### config.mk
export PLATFORM = sky130hd
export DESIGN_NAME = vga_timing_pattern
export DESIGN_NICKNAME = d
export VERILOG_FILES = /design/src/rtl/vga_timing_pattern.sv
export SDC_FILE = /design/constraint.sdc
export NUM_CORES = 1
export LEC_CHECK = 0
export ABC_AREA = 0
export BUFFER_PORTS_ARGS = -buffer_cell sky130_fd_sc_hd__buf_4
export CORE_MARGIN = 1
export CORE_UTILIZATION = 60
export CTS_CLUSTER_SIZE = 14
export DETAILED_ROUTE_END_ITERATION = 8
export GPL_TIMING_DRIVEN = 0
export PLACE_DENSITY = 0.92
export SYNTH_ARGS = -nofsm -noshare
export SYNTH_HDL_FRONTEND = slang
export SYNTH_SLANG_ARGS = --single-unit
### constraint.sdc
create_clock -name clk -period 3.3 [get_ports clk]
set_clock_uncertainty 0.1 [all_clocks]
set_input_delay 0.33 -clock clk [delete_from_list [all_inputs] [get_ports clk]]
set_output_delay 0.33 -clock clk [all_outputs]
set_load 0.03 [all_outputs]
### src/rtl/vga_timing_pattern.sv
// vga_timing_pattern: programmable VGA raster timing generator with a
// runtime-selectable test-pattern source, running in the pixel clock domain.
//
// Ports:
//   clk, rst      pixel-domain clock, synchronous active-high reset
//   pix_en        pixel advance enable (tie high for one pixel per clk)
//   mode_i        pattern: 0 gradient, 1 colour bars, 2 checkerboard, 3 solid
//   solid_rgb     {r,g,b} colour used by the solid pattern
//   hSync, vSync  syncs, active level set by HS_POL / VS_POL
//   syncB         composite sync to the DAC, held at 0
//   blankB        1 during active video
//   x, y          counter position of the pixel currently on the outputs
//   r, g, b       pixel colour, forced to 0 outside active video
//   frame_start   one-cycle pulse with output pixel (0,0)
module vga_timing_pattern #(
  parameter int H_ACTIVE = 640,
  parameter int H_FP     = 16,
  parameter int H_SYNC   = 96,
  parameter int H_BP     = 48,
  parameter int V_ACTIVE = 480,
  parameter int V_FP     = 10,
  parameter int V_SYNC   = 2,
  parameter int V_BP     = 33,
  parameter int HS_POL   = 0,
  parameter int VS_POL   = 0,
  parameter int COLOR_W  = 4,
  parameter int CHK_LOG2 = 5,
  localparam int H_TOTAL = H_ACTIVE + H_FP + H_SYNC + H_BP,
  localparam int V_TOTAL = V_ACTIVE + V_FP + V_SYNC + V_BP,
  localparam int X_W     = $clog2(H_TOTAL),
  localparam int Y_W     = $clog2(V_TOTAL)
) (
  input  logic                   clk,
  input  logic                   rst,
  input  logic                   pix_en,
  input  logic [1:0]             mode_i,
  input  logic [3*COLOR_W-1:0]   solid_rgb,
  output logic                   hSync,
  output logic                   vSync,
  output logic                   syncB,
  output logic                   blankB,
  output logic [X_W-1:0]         x,
  output logic [Y_W-1:0]         y,
  output logic [COLOR_W-1:0]     r,
  output logic [COLOR_W-1:0]     g,
  output logic [COLOR_W-1:0]     b,
  output logic                   frame_start
);

  typedef enum logic [1:0] {
    MODE_GRAD  = 2'd0,
    MODE_BARS  = 2'd1,
    MODE_CHECK = 2'd2,
    MODE_SOLID = 2'd3
  } mode_e;

  localparam int   BAR_W   = H_ACTIVE / 8;
  localparam int   BC_W    = $clog2(BAR_W + 1);
  localparam int   GB_REM  = (X_W > 2*COLOR_W) ? X_W - 2*COLOR_W : 0;
  localparam logic HS_IDLE = (HS_POL == 0);
  localparam logic VS_IDLE = (VS_POL == 0);

  logic [X_W-1:0]       hcnt_q, hcnt_d;
  logic [Y_W-1:0]       vcnt_q, vcnt_d;
  logic [2:0]           bar_q, bar_d;
  logic [BC_W-1:0]      barcnt_q, barcnt_d;
  mode_e                mode_q, mode_d;
  logic [3*COLOR_W-1:0] solid_q, solid_d;

  logic                 hs_q, hs_d, vs_q, vs_d, blank_q, blank_d, fs_q, fs_d;
  logic [X_W-1:0]       x_q, x_d;
  logic [Y_W-1:0]       y_q, y_d;
  logic [COLOR_W-1:0]   r_q, r_d, g_q, g_d, b_q, b_d;

  logic                 line_end, frame_end, active, hs_act, vs_act;
  logic [COLOR_W-1:0]   pix_r, pix_g, pix_b;
  logic [2:0]           bar_code;

  always_comb begin
    line_end  = (int'(hcnt_q) == H_TOTAL - 1);
    frame_end = line_end && (int'(vcnt_q) == V_TOTAL - 1);
    active    = (int'(hcnt_q) < H_ACTIVE) && (int'(vcnt_q) < V_ACTIVE);
    hs_act    = (int'(hcnt_q) >= H_ACTIVE + H_FP) &&
                (int'(hcnt_q) <  H_ACTIVE + H_FP + H_SYNC);
    // vcnt only moves on the hcnt wrap, so this is line-granular by construction
    vs_act    = (int'(vcnt_q) >= V_ACTIVE + V_FP) &&
                (int'(vcnt_q) <  V_ACTIVE + V_FP + V_SYNC);
  end

  always_comb begin
    pix_r    = '0;
    pix_g    = '0;
    pix_b    = '0;
    bar_code = ~bar_q;  // 7 - bar index
    case (mode_q)
      MODE_GRAD: begin
        pix_r = COLOR_W'(hcnt_q);
        pix_g = COLOR_W'(hcnt_q >> COLOR_W);
        // bits above the green field, left-justified into COLOR_W, zero-filled
        pix_b = COLOR_W'({hcnt_q >> (2*COLOR_W), {COLOR_W{1'b0}}} >> GB_REM);
      end
      MODE_BARS: begin
        pix_r = {COLOR_W{bar_code[2]}};
        pix_g = {COLOR_W{bar_code[1]}};
        pix_b = {COLOR_W{bar_code[0]}};
      end
      MODE_CHECK: begin
        if (hcnt_q[CHK_LOG2] ^ vcnt_q[CHK_LOG2]) begin
          pix_r = '1;
          pix_g = '1;
          pix_b = '1;
        end
      end
      MODE_SOLID: {pix_r, pix_g, pix_b} = solid_q;
      default: ;
    endcase
    if (!active) begin
      pix_r = '0;
      pix_g = '0;
      pix_b = '0;
    end
  end

  always_comb begin
    hcnt_d   = hcnt_q;
    vcnt_d   = vcnt_q;
    bar_d    = bar_q;
    barcnt_d = barcnt_q;
    mode_d   = mode_q;
    solid_d  = solid_q;
    hs_d     = hs_q;
    vs_d     = vs_q;
    blank_d  = blank_q;
    x_d      = x_q;
    y_d      = y_q;
    r_d      = r_q;
    g_d      = g_q;
    b_d      = b_q;
    fs_d     = 1'b0;
    if (pix_en) begin
      x_d     = hcnt_q;
      y_d     = vcnt_q;
      blank_d = active;
      hs_d    = hs_act ? ~HS_IDLE : HS_IDLE;
      vs_d    = vs_act ? ~VS_IDLE : VS_IDLE;
      r_d     = pix_r;
      g_d     = pix_g;
      b_d     = pix_b;
      fs_d    = (hcnt_q == '0) && (vcnt_q == '0);
      if (line_end) begin
        hcnt_d   = '0;
        bar_d    = '0;
        barcnt_d = '0;
        vcnt_d   = frame_end ? '0 : vcnt_q + 1'b1;
      end else begin
        hcnt_d = hcnt_q + 1'b1;
        // bar index tracked by a pixel-within-bar counter instead of hcnt / BAR_W
        if (int'(barcnt_q) == BAR_W - 1) begin
          barcnt_d = '0;
          bar_d    = bar_q + 1'b1;
        end else begin
          barcnt_d = barcnt_q + 1'b1;
        end
      end
      if (frame_end) begin
        mode_d  = mode_e'(mode_i);
        solid_d = solid_rgb;
      end
    end
  end

  always_ff @(posedge clk) begin
    if (rst) begin
      hcnt_q   <= '0;
      vcnt_q   <= '0;
      bar_q    <= '0;
      barcnt_q <= '0;
      mode_q   <= MODE_GRAD;
      solid_q  <= '0;
      hs_q     <= HS_IDLE;
      vs_q     <= VS_IDLE;
      blank_q  <= 1'b0;
      x_q      <= '0;
      y_q      <= '0;
      r_q      <= '0;
      g_q      <= '0;
      b_q      <= '0;
      fs_q     <= 1'b0;
    end else begin
      hcnt_q   <= hcnt_d;
      vcnt_q   <= vcnt_d;
      bar_q    <= bar_d;
      barcnt_q <= barcnt_d;
      mode_q   <= mode_d;
      solid_q  <= solid_d;
      hs_q     <= hs_d;
      vs_q     <= vs_d;
      blank_q  <= blank_d;
      x_q      <= x_d;
      y_q      <= y_d;
      r_q      <= r_d;
      g_q      <= g_d;
      b_q      <= b_d;
      fs_q     <= fs_d;
    end
  end

  assign hSync       = hs_q;
  assign vSync       = vs_q;
  assign syncB       = 1'b0;
  assign blankB      = blank_q;
  assign x           = x_q;
  assign y           = y_q;
  assign r           = r_q;
  assign g           = g_q;
  assign b           = b_q;
  assign frame_start = fs_q;

endmodule
==> summary.md <==
| Metric | Value |
|---|---|
| Final Hold Fails | 0 |
| Routed vias/inst | 5.90 |
| Class of the worst hold path | in2reg |
| CTS root buf | clkbuf_8 |
| Most Crowded Layer GR | met2 |
| GRT met1 Usage | 0.358 |
| Top Ports | 54 |
| Cts-stage hold buffer count | 0 |
| DRC violation count after routing | 0 |
| Crit path launch | hcnt_q[0]$_SDFFE_PP0P_ |
| Hold Path Sink | solid_q[0]$_SDFFE_PP0P_ |
| Sequential fraction of the synthesis area | 0.423 |
| Met2 usage | 0.497 |
| Die W | 81.4 um |
| Vias | 3,328 |
| Setup CP Type | reg2reg |
| Met3 usage | 0.0685 |
| Sum of negative setup slack | 0 ns |
| Die area | 6630 um2 |
| Max-slew violations | 0 |
| Clock sink count | 80 |
| Crit path required time | 3.42 ns |
| Slew HR | 0.546 |
| Most frequent cells after synthesis | dfxtp_1, nand2_1, nor2_1, mux2i_1, nand3_1 |
| Share of layout cells above drive strength 1 | 0.198 |
| Initial core utilization | 0.631 |
| First-pass GRT wire length | 14,600 um |
| Post-CTS setup buffer count | 0 |
| Post-synth top flop | dfxtp_1 |
| Top-count cell post-synth | dfxtp_1 |
| Top-area cell type share of the netlist area | 0.423 |
| Cells after DPL | 549 |
| Post-placement setup slack | 1.11 ns |
| Critical Path Sink Type | register |
| First-pass iteration count of the detailed router | 5 |
| Num CTS Buffers | 9 |
| Area Overhead vs Synth | 18.0% |
| Pwr Total | 1.83 mW |
| Actual slew at the worst max-slew pin | 0.677 ns |
| Reg2reg setup slack | 1.03 ns |
| Syn Inst Count | 423 |
| Drt initial violations | 150 |
| Final setup fails | 0 |
| Leakage | 1.77 nW |
| Worst reg-to-reg path cell count | 6 |
| #FFs+latches synth | 80 |
| Max Cap Violations | 0 |
| Largest net degree at the start of global routing | 13 |
| Post-Layout Cell Count | 564 |
| Worst Min Path Start | solid_rgb[0] |
| H-tree depth | 3 |
| Initial antenna violation count | 0 |
| Type of origin of the critical path | register |
| GRT Resource Usage Total | 0.294 |
| RePlAce Congestion | 0.888 |
| Antenna fix cells | 0 |
| FF-to-FF End | vcnt_q[6]$_SDFFE_PP0P_ |
| Die Ht | 81.4 um |
| Mean post-synth cell area | 8.94 um2 |
| Number of flops mapped to enable cells by yosys | 0 |
| WHS Path Cells | 3 |
| RSZ-0062 raised after global routing | no |
| Mapped Area | 3780 um2 |
| Final worst slack | 1.03 ns |
| VDD IR max | 0.312 mV |
| Fmax | 0.441 GHz |
| Final worst-path cycle share | 0.686 |
| R2R Path Start | hcnt_q[0]$_SDFFE_PP0P_ |
| Final Hold Slack | 0.114 ns |
| Final net count | 508 |
| Port Buf Inserts | 51 |
| Synth top area cells | dfxtp_1, mux2i_1, nand2_1, nor2_1, xor2_1 |
| Core area | 5990 um2 |
| Peak fanout along the critical path | 9 |
| Worst path arrival time | 2.39 ns |
| Number of global-route vias before repair | 3,129 |
| Post-detail-place hpwl | 6620 um |
| Crit path time final | 2.27 ns |
| Yosys cell types | 57 |
| CTS tree | done |
| Yosys top cell by area | dfxtp_1 |
| Clock Latency Late Sink | 0.36 ns |
| Status | completed |
| CTS clock-pin slew for the worst setup and hold paths | 0.08 ns |
| CTS-repair resized insts | 0 |
| Rows | 28 |
| Maximum clock path buffer count | 2 |
| Power density over the cells | 410 nW/um2 |
| Mapped Nets | 446 |
| Synth async-reset ratio | 0 |
| Yosys warns | 0 |
| Wirelength per Cell | 16.3 um |
| Total congestion overflow | 0 |
| Antenna viol nets, final | 0 |
| Final wirelength | 9210 um |
## how the worst max path moves through the flow
stage | slack [ns] | end | cells after the start
3_3_place_gp | 1.21 | vcnt_q[3]$_SDFFE_PP0P_ | 6
4_1_cts | 1.06 | solid_q[4]$_SDFFE_PP0P_ | 7
3_5_place_dp | 1.11 | solid_q[3]$_SDFFE_PP0P_ | 7
2_1_floorplan | 1.47 | mode_q[0]$_SDFFE_PP0P_ | 7
5_1_grt | 0.93 | vcnt_q[6]$_SDFFE_PP0P_ | 6
6_report | 1.03 | vcnt_q[6]$_SDFFE_PP0P_ | 6
## cells by family after synthesis
group,after synthesis,synth area share
AND/OR/NAND/NOR,185,0.257
flip-flops,80,0.423
AO/OA/AOI/OAI,56,0.0973
buffers and inverters,41,0.0648
multiplexers,36,0.0953
XOR/XNOR,18,0.0417
adder cells (fa/ha/maj),6,0.0198
other,1,0.000991
## metrics by stage
step                      area, um2  utilization
after global routing           4460        0.745
after CTS                      4460        0.745
after detailed placement       4260        0.711
after global placement         4260        0.711
final                          4460        0.745
after floorplan                3780            -
## cell type report
cell class | instances | area (um2)
repair buffers | 51 | 383
well taps | 75 | 93.8
clock buffers | 12 | 165
fillers | 443 | 1530
inverters | 8 | 30.0
clock inverters | 3 | 40.0
plain buffers | 33 | 215
multi-input cells | 302 | 1940
flip-flops and latches | 80 | 1600
## worst max-delay path, cell delays in order (launching register included)
cell and delay (ns):
dfxtp_1 0.49, ha_1 0.29, and4_1 0.22, buf_4 0.19, nand3_4 0.12, o31ai_2 0.58, nor2_1 0.14
## placed cells by master (no fill, tap or decap), types with 3 or more instances in the layout
cell      instances
a21oi_1          11
a22o_1            3
a31oi_1           3
a32o_1            3
and2_1            3
and3_1            3
buf_2             6
buf_4            58
buf_6             4
clkbuf_1         12
clkbuf_8         12
dfxtp_1          80
ha_1              6
inv_1             7
mux2i_1          36
nand2_1          65
nand3_1          18
nand4_1           9
nand4b_1          3
nor2_1           44
nor2b_1           4
nor3_1            5
nor4_1            8
o21ai_0          14
o22ai_1           9
o31ai_1           3
or4_1             3
xnor2_1           5
xor2_1           13
## metal layers
| metal | vias to the layer above | wire, um |
|---|---|---|
| met1 | 1562 | 3880 |
| met3 | 20 | 677 |
| met5 | - | 0 |
| met2 | 146 | 4490 |
| met4 | 0 | 163 |
| li1 | 1600 | - |
## where the power goes
group	leakage (nW)	internal (mW)	switching (mW)
Sequential	0.646	0.972	0.00725
Clock	0.108	0.405	0.347
Combinational	1.02	0.0389	0.0619
Total	1.77	1.42	0.416
## state kept, by name (all words and copies together) (netlist names)
signal	flops
bar_q	3
x	10
b	4
solid_q	12
y	10
hSync	1
hcnt_q	10
mode_q	2
barcnt_q	7
g	4
vSync	1
frame_start	1
blankB	1
r	4
vcnt_q	10
No activity file was read; power rests on OpenSTA's default activity.
